### src/rtl/aes_job_scheduler.sv
// aes_job_scheduler: shares one AES core between two requesters.
// Round-robin grant, one-cycle START, operand hold, watchdog abort.
//
// Ports:
//   CLK, nRST                 clock, async active-low reset
//   i_reqN_valid/o_reqN_ready job handshake, port N (0/1)
//   i_reqN_encdec/_key/_text  job operands (encdec 1 = decrypt)
//   o_rspN_valid/i_rspN_ready result handshake, port N
//   o_rspN_text/o_rspN_err    result block, watchdog abort flag
//   o_aes_start/_encdec/_key/_textin   core command side
//   i_aes_done/i_aes_textout  core completion side
//   o_busy, o_owner           not IDLE, port owning current job
module aes_job_scheduler #(
    parameter int unsigned TIMEOUT = 40
) (
    input  logic         CLK,
    input  logic         nRST,
    input  logic         i_req0_valid,
    output logic         o_req0_ready,
    input  logic         i_req0_encdec,
    input  logic [127:0] i_req0_key,
    input  logic [127:0] i_req0_text,
    input  logic         i_req1_valid,
    output logic         o_req1_ready,
    input  logic         i_req1_encdec,
    input  logic [127:0] i_req1_key,
    input  logic [127:0] i_req1_text,
    output logic         o_rsp0_valid,
    input  logic         i_rsp0_ready,
    output logic [127:0] o_rsp0_text,
    output logic         o_rsp0_err,
    output logic         o_rsp1_valid,
    input  logic         i_rsp1_ready,
    output logic [127:0] o_rsp1_text,
    output logic         o_rsp1_err,
    output logic         o_aes_start,
    output logic         o_aes_encdec,
    output logic [127:0] o_aes_key,
    output logic [127:0] o_aes_textin,
    input  logic         i_aes_done,
    input  logic [127:0] i_aes_textout,
    output logic         o_busy,
    output logic         o_owner
);

    localparam logic [1:0] S_IDLE  = 2'd0;
    localparam logic [1:0] S_ISSUE = 2'd1;
    localparam logic [1:0] S_WAIT  = 2'd2;
    localparam logic [1:0] S_RESP  = 2'd3;

    localparam logic [7:0] TMO = 8'(TIMEOUT);

    logic [1:0]   r_state;
    logic         r_last_grant;
    logic         r_owner;
    logic         r_encdec;
    logic [127:0] r_key;
    logic [127:0] r_text;
    logic [127:0] r_result;
    logic         r_err;
    logic [7:0]   r_cnt;

    logic w_idle;
    logic w_resp;
    logic w_gnt0;
    logic w_gnt1;
    logic w_rsp_hs;

    assign w_idle = (r_state == S_IDLE);
    assign w_resp = (r_state == S_RESP);

    // On contention the port that did not win last time is granted.
    assign w_gnt0 = i_req0_valid & (~i_req1_valid | r_last_grant);
    assign w_gnt1 = i_req1_valid & (~i_req0_valid | ~r_last_grant);

    assign w_rsp_hs = r_owner ? i_rsp1_ready : i_rsp0_ready;

    always_ff @(posedge CLK or negedge nRST) begin
        if (!nRST) begin
            r_state      <= S_IDLE;
            r_last_grant <= 1'b1;
            r_owner      <= 1'b0;
            r_encdec     <= 1'b0;
            r_key        <= '0;
            r_text       <= '0;
            r_result     <= '0;
            r_err        <= 1'b0;
            r_cnt        <= '0;
        end else begin
            case (r_state)
                S_IDLE: begin
                    if (w_gnt0 | w_gnt1) begin
                        r_owner  <= w_gnt1;
                        r_encdec <= w_gnt1 ? i_req1_encdec : i_req0_encdec;
                        r_key    <= w_gnt1 ? i_req1_key : i_req0_key;
                        r_text   <= w_gnt1 ? i_req1_text : i_req0_text;
                        r_state  <= S_ISSUE;
                    end
                end
                S_ISSUE: begin
                    r_cnt   <= '0;
                    r_state <= S_WAIT;
                end
                S_WAIT: begin
                    r_cnt <= r_cnt + 8'd1;
                    // DONE takes priority over a coincident timeout.
                    if (i_aes_done) begin
                        r_result <= i_aes_textout;
                        r_err    <= 1'b0;
                        r_state  <= S_RESP;
                    end else if (r_cnt == TMO) begin
                        r_result <= '0;
                        r_err    <= 1'b1;
                        r_state  <= S_RESP;
                    end
                end
                S_RESP: begin
                    if (w_rsp_hs) begin
                        r_last_grant <= r_owner;
                        r_state      <= S_IDLE;
                    end
                end
                default: r_state <= S_IDLE;
            endcase
        end
    end

    assign o_req0_ready = w_idle & w_gnt0;
    assign o_req1_ready = w_idle & w_gnt1;

    assign o_rsp0_valid = w_resp & ~r_owner;
    assign o_rsp1_valid = w_resp & r_owner;
    assign o_rsp0_text  = o_rsp0_valid ? r_result : '0;
    assign o_rsp1_text  = o_rsp1_valid ? r_result : '0;
    assign o_rsp0_err   = o_rsp0_valid & r_err;
    assign o_rsp1_err   = o_rsp1_valid & r_err;

    assign o_aes_start  = (r_state == S_ISSUE);
    assign o_aes_encdec = r_encdec;
    assign o_aes_key    = r_key;
    assign o_aes_textin = r_text;

    assign o_busy  = ~w_idle;
    assign o_owner = r_owner;

endmodule

### config.mk
export PLATFORM = sky130hd
export DESIGN_NAME = aes_job_scheduler
export DESIGN_NICKNAME = d
export VERILOG_FILES = /design/src/rtl/aes_job_scheduler.sv
export SDC_FILE = /design/constraint.sdc
export NUM_CORES = 1
export LEC_CHECK = 0
export CORE_AREA = 2 2 458 460
export DETAILED_ROUTE_END_ITERATION = 8
export DIE_AREA = 0 0 460 462
export PLACE_DENSITY_LB_ADDON = 0.08
export SYNTH_ARGS = -nofsm -noshare
export SYNTH_HDL_FRONTEND = slang
export SYNTH_SLANG_ARGS = --single-unit
### constraint.sdc
create_clock -name CLK -period 1.5 [get_ports CLK]
set_input_delay 0.225 -clock CLK [delete_from_list [all_inputs] [get_ports CLK]]
set_output_delay 0.225 -clock CLK [all_outputs]
set_load 0.02 [all_outputs]
## After elaboration in Yosys (flattened, before gate mapping)

Cells that the tools add are included.
Widths: inputs -> output; s select.

- $add $sub $neg: 1
- Bitwise gates (word level): 16
- Reductions and logical operators: 7
- Multiplexer cells: 16
- Equal/unequal tests: 7

Operators by type and width:

| kind | count |
|---|---|
| $mux 128 | 6 |
| $pmux 8 s2 | 1 |
| $add 8x1->8 const B | 1 |
| $and 1x1->1 | 8 |
| $eq 8x6->1 const B | 1 |
| $mux 2 | 4 |
| $pmux 2 s4 | 1 |
| $reduce_and 2->1 | 3 |
| $not 1->1 | 5 |
| $eq 2x2->1 const B | 2 |
| $mux 1 | 4 |
| $ne 2x1->1 const B | 2 |
| $reduce_bool 2->1 | 2 |
| $ne 3x3->1 const B | 1 |
| $or 1x1->1 | 3 |
| $reduce_and 3->1 | 1 |
| $eq 2x1->1 const B | 1 |
| $logic_not 2->1 | 1 |

- Register bits after elaboration: 398
- Input bits: 649
- Output and inout bits: 522
- Word-level logic and storage cells: 56

## Longest topological paths before layout

Gate-level depths: netlist (run 1).

- Depth in word-level cells: 6
- Depth in mapped cells: 8
- Depth with buffers taken out: 6

## Worst setup path before layout (run 1)

No wires, ideal clock.

- Path kind: flip-flop to output port
- From: register r_state[0]
- To: output port o_rsp0_text[118]
- Path buffers: 2
- Arrival time: 1.587 ns
- Slack: -0.312 ns
- Data required time: 1.275 ns
- Cell stages (with the launch flop): 6
- Cell sequence: dfrtp_1 ha_1 clkbuf_1 nor2b_1 clkbuf_1 and2_1

- Cells in the longest elaborated chain, start to end: 3

RTL lines:

| what | RTL line | text |
|---|---|---|
| from (decl) | 53 | `logic [1:0] r_state;` |
| from (signal assigned) | 80 | `r_state <= S_IDLE;` |
| from (signal assigned) | 97 | `r_state <= S_ISSUE;` |
| from (signal assigned) | 102 | `r_state <= S_WAIT;` |
| $eq 2x2->1 | 70 | `assign w_resp = (r_state == S_RESP);` |
| $and 1x1->1 | 131 | `assign o_rsp0_valid = w_resp & ~r_owner;` |
| via o_rsp0_valid | 28 | `output logic o_rsp0_valid,` |
| $mux 128 | 133 | `assign o_rsp0_text = o_rsp0_valid ? r_result : '0;` |
| to (decl) | 30 | `output logic [127:0] o_rsp0_text,` |

The timed path passes the listed nets, and every way through them passes these cells.

## Worst setup path in the final report (run 1)

- From: register r_state[1]
- To: output port o_rsp0_text[49]

- Cells in the longest elaborated chain, start to end: 3

RTL lines:

| what | RTL line |
|---|---|
| $eq 2x2->1 | 70 |
| $and 1x1->1 | 131 |
| $mux 128 | 133 |

No other way between the ends.

==> qor.csv, run 1 <==
stage,metric,value,unit
outcome,status,"finished, violations left",
outcome,failing checks,setup timing,
cts,Max Buffers Root-to-Sink,3,
finish,share of post-route cells with drive strength above 1,26.0,%
synth,compound-cell area share of the yosys netlist,13.3,%
min_path,worst min path class,in2reg,
cts,clock-pin slew on the worst setup and hold paths,0.06,ns
critical_path,critical path class,reg2out,
timing,RSZ-0062 raised after global routing,yes,
critical_path,CP max FO,9,
synth,largest family of logic cells by synthesized area,simple AND/OR/NAND/NOR gates,
synth,post-synthesis simple-gate area fraction,14.3,%
timing,pins over their slew limit,0,
min_path,origin of the worst min-delay path,i_aes_textout[69],
synth,Synth Area in Adders,0.392,%
die,Starting Density,9.20,%
die,# IOs,1171,
placement,GPL Wtd Cong,0.759,
finish,fillers,23148,
placement,dpl hpwl,120000,um
cts,Clock Sink Count,398,
power,maximum vdd drop,0.747,mV
die,Die Span X,460,um
critical_path,Startpoint Class,flip-flop,
power,P per Cell Area,1950,nW/um2
synth,synth top area cells,"dfrtp_1, mux2i_1, o21ai_1, a22o_1, nand2_1",
synth,Mapped Area,19100,um2
timing,post-route worst setup slack,-0.880,ns
timing,measured slew at the worst slew-check pin,0.770,ns
cts,clk root buf,clkbuf_16,
placement,pre-CTS WS,-0.912,ns
global_route,antenna violations before repair,34,
cts,CTS tree,yes,
synth,share of the synthesized area in the top cell type,51.9,%
drt,vias post-DR,18781,
global_route,vias in the first global route,20231,
cts,H-Tree Depth,3,
synth,Synth Area per Inst,10.7,um2
synth,"area leader, netlist",dfrtp_1,
drt,via-per-instance ratio,3.19,
global_route,gr usage total,13.3,%
synth,Yosys warnings,0,
critical_path,Reg-to-Reg Start,r_state[1]$_DFFE_PN0P_,
synth,sequential fraction of the synthesis area,52.0,%
global_route,total congestion overflow,0,
synth,cell count after synthesis,1783,
synth,"flops & latches, synth",398,
synth,XOR/XNOR Fraction of Synth Area,0.0915,%
cts,Num CTS Buffers,66,
cts,"Clk Latency, worst-skew pair",0.67,ns
synth,Synth cell types,40,
drt,Total Wirelength,148000,um
finish,area grow syn2layout,99.8,%
drt,1st-iter DRT viols,789,
critical_path,crit path from,r_state[1]$_DFFE_PN0P_,
synth,Syn Nets,2438,
timing,Final Hold Fails,0,
timing,Fmax achieved,420,MHz
timing,Tcrit/Tclk final,159,%
timing,max_slew headroom,48.5,%
finish,fin nets,3761,
synth,post-synthesis mux area share,13.6,%
timing,setup violators final,870,
critical_path,Setup crit end kind,output port,
die,core area,208000,um2
timing,Tmin final,2.38,ns
timing,clock skew,0.0248,ns
timing,TNS Setup,-394.37,ns
global_route,first-pass GRT wire length,191000,um
placement,PortBufs,1170,
critical_path,critical path required time,1.27,ns
drt,Initial DRT Pass Iterations,4,
die,die height,462,um
drt,post-route ant nets,0,
drt,# DRC,0,
finish,"commonest non-fill, non-tap cell in the layout",clkdlybuf4s50_1,
critical_path,worst path arrival time,2.16,ns
die,Die Area,213000,um2
power,P_leak,16.9,nW
drt,WL/cell,25.1,um
die,Placement Rows,168,
job,Max-cap violations,0,
global_route,largest net degree at the start of global routing,56,
finish,most frequent cells in the layout,"clkdlybuf4s50_1, dfrtp_1, buf_4, nand2_1, mux2i_1",
## final cells by class
type | instances | area, um2 | share of cell area (%)
antenna | 18 | 45.0 | 0.118
clock buffer | 93 | 1940 | 5.06
clock inverter | 19 | 267 | 0.696
inverter | 9 | 38.8 | 0.101
multi-input combinational | 1217 | 8310 | 21.7
sequential | 398 | 9960 | 26.0
tap | 2720 | 3400 | 8.89
timing repair buffer | 1414 | 14300 | 37.4
## path summary, 6_finish.rpt
path / cells past startpoint / endpoint / slack (ns)
max in group asynchronous: 3 / o_aes_key[97]$_DFFE_PN0P_ / 0.13
min in group asynchronous: 3 / o_aes_key[56]$_DFFE_PN0P_ / 0.20
worst min register to register: 2 / o_aes_textin[83]$_DFFE_PN0P_ / 0.48
worst min-delay path: 2 / r_result[69]$_DFFE_PN0P_ / 0.16
worst max register to register: 8 / r_state[1]$_DFFE_PN0P_ / -0.59
worst max-delay path: 6 / o_rsp0_text[49] / -0.88
## Yosys cell counts (all sizes together)
library cell and n:
nand3 3, nor2b 2, clkbuf 61, a21oi 6, dfstp 1, nor3 1
mux2 1, and2 132, inv 9, o21ai 264, a2bb2oi 1, a22oi 1
nor3b 1, a22o 129, and3 130, xor2 1, o21bai 1, nor2 6
dfrtp 397, a21o 1, nand4 1, nor4 1, nand2b 1, or3 1
buf 98, ha 6, and4bb 1, mux2i 259, nand2 264, a21boi 2
xnor2 1
## where the power goes
group,total [mW],leakage [nW],switching (mW),internal [mW]
sequential,20.3,4.96,4.46,15.8
combinational,38.2,10.9,20.7,17.6
clock,16.2,1.08,6.32,9.84
total,74.7,16.9,31.4,43.2
## routing by layer
| layer | share of wire (%) | global-route usage (%) | wire length, um |
|---|---|---|---|
| met4 | 2.3 | 4.28 | 3450 |
| met2 | 47 | 22.0 | 70000 |
| met5 | 0.080 | 0 | 118 |
| met1 | 40 | 15.3 | 58900 |
| met3 | 10 | 6.02 | 15200 |
## state kept, by name (all words and copies together) (netlist names)
signal,count
o_aes_encdec,1
r_state,2
o_aes_key,128
r_cnt,8
o_owner,1
r_err,1
r_last_grant,1
o_aes_textin,128
r_result,128
## cell families (layout without fill, tap and decap cells)
kind of cell / after synthesis / after routing
muxes: 260 / 260
other: 0 / 18
xor gates and xnor gates: 2 / 2
adders and majority gates: 6 / 6
and+or+nand+nor: 544 / 544
buffers and inverters: 168 / 1535
AOI/OAI and AO/OA: 405 / 405
DFF: 398 / 398
## worst max-delay path: stages, from the launching register on
cell,delay (ns)
dfrtp_1,0.40
ha_4,0.18
nor2b_4,0.13
buf_12,0.15
bufbuf_16,0.29
and2_2,0.19
buf_4,0.15
## through the flow
stage	power, mW	instance area (um2)	hold slack, ns	std cells	util, %
6_report	74.7	38300	0.161	5888	18.4
5_1_grt	80.0	38300	0.109	5881	18.4
4_1_cts	76.1	37900	0.0565	5860	18.2
3_5_place_dp	58.4	35600	0.111	5734	17.1
3_3_place_gp	58.6	35600	0.108	5734	17.1
2_1_floorplan	35.3	19400	-0.0706	1783	-
## timing repair
| item | in CTS | in global routing |
|---|---|---|
| hold buffers | 2 | 0 |
| setup endpoints to repair | 918 | 922 |
| pin swaps | 0 | 1 |
| endpoints found under the hold margin | 398 | 0 |
| setup buffers | 5 | 6 |
| cloned | 8 | 5 |
| gates resized for setup | 805 | 181 |
(Power assumes the default switching activity.)
==> run 2, diff against run 1 <==
--- a/config.mk
+++ b/config.mk
@@ -8,7 +8,6 @@
 export CORE_AREA = 2 2 458 460
 export DETAILED_ROUTE_END_ITERATION = 8
 export DIE_AREA = 0 0 460 462
-export PLACE_DENSITY_LB_ADDON = 0.08
 export SYNTH_ARGS = -nofsm -noshare
 export SYNTH_HDL_FRONTEND = slang
 export SYNTH_SLANG_ARGS = --single-unit
==> qor.csv, run 2 (synthesis gave the netlist of run 1 again) <==
stage,metric,value,unit
power,P per Cell Area,1970,nW/um2
finish,area grow syn2layout,117,%
power,maximum vdd drop,1.34,mV
timing,clock skew,0.0358,ns
die,Die Span X,460,um
placement,GPL Wtd Cong,0.981,
global_route,gr usage total,15.6,%
die,Placement Rows,168,
drt,# DRC,0,
global_route,largest net degree at the start of global routing,61,
timing,measured slew at the worst slew-check pin,1.03,ns
die,# IOs,1171,
cts,H-Tree Depth,2,
job,Max-cap violations,0,
die,die height,462,um
critical_path,CP max FO,8,
timing,Tcrit/Tclk final,167,%
finish,fin nets,3821,
drt,via-per-instance ratio,3.45,
outcome,failing checks,setup timing,
timing,Tmin final,2.51,ns
global_route,grt met3 use,8.20,%
power,sequential share of power,25.7,%
finish,fillers,22723,
timing,Final Hold Fails,0,
critical_path,Startpoint Class,flip-flop,
critical_path,critical path class,reg2out,
critical_path,"Cell Chain, Critical Path","ha_4, nor2b_4, buf_12, buf_12, buf_16, buf_8, and2_4, buf_12",
cts,Clock Sink Count,398,
placement,PortBufs,1170,
cts,Max Buffers Root-to-Sink,3,
timing,post-route worst setup slack,-1.01,ns
drt,vias post-DR,20567,
die,core area,208000,um2
power,P_leak,17.9,nW
timing,pins over their slew limit,0,
cts,clk root buf,clkbuf_16,
critical_path,crit-path most repeated cell,buf_12,
placement,dpl cell area,37700,um2
cts,clock-pin slew on the worst setup and hold paths,0.06,ns
timing,hold slack,0.139,ns
drt,Total Wirelength,174000,um
power,Psw,34.7,mW
timing,max_slew headroom,30.9,%
finish,Reg area,9960,um2
cts,CTS tree,yes,
global_route,most used routing layer,met2,
cts,Num CTS Buffers,52,
drt,1st-iter DRT viols,1378,
die,Starting Density,9.20,%
drt,Initial DRT Pass Iterations,5,
finish,share of post-route cells with drive strength above 1,32.4,%
die,Die Area,213000,um2
finish,design area,41500,um2
global_route,grt met1 use,17.2,%
finish,area of the multi-input gates,8830,um2
placement,dpl hpwl,150000,um
critical_path,worst path arrival time,2.28,ns
global_route,antenna violations before repair,88,
global_route,first-pass GRT wire length,216000,um
global_route,met2 Usage GRT,25.0,%
critical_path,Setup crit end kind,output port,
power,Power Total,81.7,mW
global_route,vias in the first global route,21127,
placement,pre-CTS WS,-1.12,ns
power,Switching Share,42.5,%
power,P_int,47.0,mW
outcome,status,"finished, violations left",
min_path,worst min path class,in2reg,
finish,most frequent cells in the layout,"clkdlybuf4s50_1, dfrtp_1, buf_4, nand2_1, buf_12",
timing,RSZ-0062 raised after global routing,yes,
power,Combinational Power Share,57.4,%
drt,WL/cell,29.2,um
timing,Fmax achieved,399,MHz
power,proportion of power drawn by the clock network,16.9,%
critical_path,CP max stage cell,dfrtp_1,
timing,setup violators final,832,
critical_path,max incr delay on CP,0.41,ns
drt,post-route ant nets,0,
finish,"commonest non-fill, non-tap cell in the layout",clkdlybuf4s50_1,
cts,"Clk Latency, worst-skew pair",0.68,ns
global_route,total congestion overflow,0,
critical_path,critical path required time,1.27,ns
-- run 2: cell types whose count changed in the layout (fill, tap and decap cells not counted), sizes merged --
cell,change
bufinv,+2
diode,+14
inv,-1
buf,+224
clkdlybuf4s50,-75
clkdlybuf4s15,-55
clkinvlp,+2
clkbuf,-40
-- run 2: final timing paths --
path / to / depth (start not counted) / from / slack [ns]
max: o_rsp0_text[116] / 8 / r_state[0]$_DFFE_PN0P_ / -1.01
min: r_result[41]$_DFFE_PN0P_ / 2 / i_aes_textout[41] / 0.14
max reg2reg: o_aes_key[94]$_DFFE_PN0P_ / 12 / r_state[0]$_DFFE_PN0P_ / -0.57
min reg2reg: o_aes_textin[103]$_DFFE_PN0P_ / 2 / o_aes_textin[103]$_DFFE_PN0P_ / 0.48
max in group asynchronous: r_result[100]$_DFFE_PN0P_ / 3 / nRST / -0.05
min in group asynchronous: r_result[1]$_DFFE_PN0P_ / 3 / nRST / 0.17
-- run 2: power by group through the flow --
stage	logic [mW]	registers [mW]	clock network, mW
finish	46.9	21.0	13.8
global route	49.8	21.5	14.8
CTS	46.8	20.9	14.4
detailed placement	43.6	20.9	0
global placement	43.4	20.8	0
floorplan	12.9	22.4	0
-- run 2: through the flow --
| stage | TNS, ns | cells | utilization [%] |
|---|---|---|---|
| after CTS | -450.85 | 5911 | 19.6 |
| after global placement | -269.25 | 5767 | 18.1 |
| final | -453.21 | 5959 | 19.9 |
| after floorplan | -26.90 | 1783 | - |
| after detailed placement | -287.21 | 5767 | 18.1 |
| after global routing | -522.36 | 5946 | 19.9 |
-- run 2: routing by layer --
metal	routed length, um	share of wire [%]
met5	150	0.086
met1	65700	38
met2	78500	45
met3	21800	13
met4	7760	4.5
-- run 2: cell type report --
type | instances | area share [%]
antenna | 32 | 0.193
clock buffer | 73 | 3.59
clock inverter | 22 | 0.854
inverter | 9 | 0.0935
multi-input combinational | 1217 | 21.3
sequential | 398 | 24.0
tap | 2720 | 8.21
timing repair buffer | 1488 | 41.7
-- run 2: worst max-delay path, delay by kind of cell, from the launching register on --
| family | cells | cell delay (ns) |
|---|---|---|
| buffers and inverters | 5 | 0.68 |
| adder cells (fa/ha/maj) | 1 | 0.18 |
| flip-flops | 1 | 0.41 |
| AND/OR/NAND/NOR | 2 | 0.29 |
-- run 2: repair_timing --
| item | 4_1_cts | 5_1_grt |
|---|---|---|
| buffers inserted | 34 | 20 |
| endpoints found under the setup margin | 918 | 937 |
| cloned | 16 | 7 |
| hold buffers | 2 | 0 |
| pin swaps | 31 | 10 |
| hold endpoints to repair | 328 | 0 |
| gates resized for setup | 730 | 162 |
==> edit, RTL diff (settings of run 1) <==
Register the inputs `i_req0_key` and `i_req1_key` before use, without a reset. The logic sees them one clock later. The other inputs are not delayed to match.
--- a/src/rtl/aes_job_scheduler.sv
+++ b/src/rtl/aes_job_scheduler.sv
@@ -50,6 +50,14 @@
 
     localparam logic [7:0] TMO = 8'(TIMEOUT);
 
+    logic [127:0] i_req0_key_q;
+    logic [127:0] i_req1_key_q;
+
+    always_ff @(posedge CLK) begin
+        i_req0_key_q <= i_req0_key;
+        i_req1_key_q <= i_req1_key;
+    end
+
     logic [1:0]   r_state;
     logic         r_last_grant;
     logic         r_owner;
@@ -92,7 +100,7 @@
                     if (w_gnt0 | w_gnt1) begin
                         r_owner  <= w_gnt1;
                         r_encdec <= w_gnt1 ? i_req1_encdec : i_req0_encdec;
-                        r_key    <= w_gnt1 ? i_req1_key : i_req0_key;
+                        r_key    <= w_gnt1 ? i_req1_key_q : i_req0_key_q;
                         r_text   <= w_gnt1 ? i_req1_text : i_req0_text;
                         r_state  <= S_ISSUE;
                     end
Check against the original RTL: not equivalent (a bounded check fails within 4 cycles, from zero or initial values and one cycle with nRST low).
==> edit against run 1 <==
- the run still ends with setup timing left
- hold slack got worse by 0.055 ns
- synthesized cell count rose by 14%
- sequential power rose by 36%
- critical endpoint is now o_rsp1_text[42]
- utilization rose by 4.5 points
- final area rose by 24%
- synthesized area rose by 26%
- critical path type unchanged
- routed wire length rose by 2.4%
- first-iteration DRC count fell by 7.6%
- sequential cell count rose by 256
- largest cell class unchanged
- clock skew rose by 0.017 ns
- total power rose by 21%
- worst setup slack got worse by 0.11 ns
- global-route usage rose by 0.30 points
==> edit: results (changes against run 1) <==
net count after synthesis = 2695 (+11%)
Total Wirelength = 151.3 mm (+2.4%)
total routing usage reported by global routing = 13.63% (+0.30 points)
critical path peak fanout = 11 (+2)
worst flop-to-flop path startpoint = o_owner
global-route wire length before repair = 199.1 mm (+4.3%)
Fin Setup TNS = -398.67 ns (-4.301 ns)
total leakage power = 20.97 nW (+24%)
Antenna Cells = 40 (+22)
area share of fa/ha/maj cells after synthesis = 0.3106% (-0.081 points)
via count of the first global-routing pass = 22980 (+14%)
worst slew pin tran = 0.7776 ns (+0.007446 ns)
sink of the worst hold path = r_result[13]
clock buf count = 132 (+42%)
largest net degree at the start of global routing = 57 (+1.8%)
commonest cells in the netlist = 397 x sky130_fd_sc_hd__dfrtp_1, 263 x sky130_fd_sc_hd__nand2_1, 260 x sky130_fd_sc_hd__mux2i_1, 257 x sky130_fd_sc_hd__o21ai_1, 256 x sky130_fd_sc_hd__dfxtp_1
Setup Fix Bufs, Post-CTS = 19 (+14)
Non-clock buffering overhead = 36.45% (-0.93 points)
insertion delay of the later-clocked pin in the worst-skew pair = 0.72 ns (+0.05 ns)
post-cts repair resize count = 746 (-7.3%)
Seq Cell Count = 654 (+64%)
outcome = finished with violations
sequential area share after synthesis = 62.42% (+10 points)
nonclk inv count = 10 (+1)
placed inst area = 40860 sq um (+15%)
drt first-iter violations = 729 (-7.6%)
post-layout utilization of the core = 22.86% (+4.5 points)
Detailed Routing Iterations Pass 1 = 5 (+1)
TritonCTS Buffers = 89 (+35%)
number of endpoints failing setup at the final stage = 900 (+3.4%)
initial antenna violation count = 63 (+85%)
violations in the final reports = setup timing
Synth Area in Compound Gates = 10.59% (-2.7 points)
Clock-cell share = 6.482% (+0.73 points)
DR vias = 21730 (+16%)
fraction of layout cells with a size suffix above 1 = 23.10% (-2.9 points)
number of different library cells in the post-synthesis netlist = 37 (-7.5%)
Post-CTS Hold Buffers = 256 (+254)
final worst hold slack = 0.1054 ns (-0.05547 ns)
maximum resistive drop on vdd = 0.9717 mV (+30%)
Async SR Flop Fraction = 60.86% (-39 points)
mean cell area of the mapped netlist = 11.85 sq um (+10%)
Non-clk bufs = 1695 (+20%)
mux cell area share after synthesis = 10.77% (-2.8 points)
half-perimeter wire length after detailed placement = 119.5 mm (-0.63%)
filler instances = 22490 (-2.9%)
cell count after placement = 5993 (+4.5%)
arrival time at the worst endpoint = 2.26 ns (+0.10 ns)
clock skew after layout = 0.04193 ns (+0.01713 ns)
RD Place Congestion = 0.7526 (-0.90%)
nets@finish = 4322 (+15%)
post-synthesis share of cell area spent on xor and xnor gates = 0.03624% (-0.055 points)
main area contributors after synthesis = sky130_fd_sc_hd__dfrtp_1 41%, sky130_fd_sc_hd__dfxtp_1 21%, sky130_fd_sc_hd__mux2i_1 11%
footprint of the flip-flops and latches = 15090 sq um (+51%)
CP delay by family, top = buffers and inverters
Post-Place Worst Slack = -0.8888 ns (+0.02315 ns)
number of non-filler instances in the completed layout = 6501 (+10%)
Setup WS post-layout = -0.9880 ns (-0.1079 ns)
multi-input combinational cell area = 8512 sq um (+2.4%)
HP Start = i_aes_textout[13]
edit: worst max path at each step:
stage | cells after the start | endpoint | startpoint
after floorplan | 6 | o_rsp0_text[108] | r_state[0]
after global placement | 7 | o_aes_textin[92] | i_req1_valid
after detailed placement | 7 | o_aes_textin[92] | i_req1_valid
after CTS | 4 | o_rsp1_text[74] | r_state[1]
after global routing | 8 | o_rsp1_text[42] | r_state[1]
final | 8 | o_rsp1_text[42] | r_state[1]
edit: power breakdown:
| group | total [mW] | leakage [nW] | switching, mW | internal [mW] |
|---|---|---|---|---|
| clock network | 22.6 | 1.52 | 9.06 | 13.5 |
| registers | 27.6 | 7.12 | 4.60 | 23.0 |
| logic | 40.5 | 12.3 | 21.1 | 19.4 |
| total | 90.7 | 21.0 | 34.8 | 55.9 |
edit: routing by layer:
layer | routed length (um) | global-route usage [%]
met5 | 241 | 0
met4 | 4856 | 4.975
met3 | 15560 | 6.267
met2 | 74780 | 23.79
met1 | 55880 | 14.30
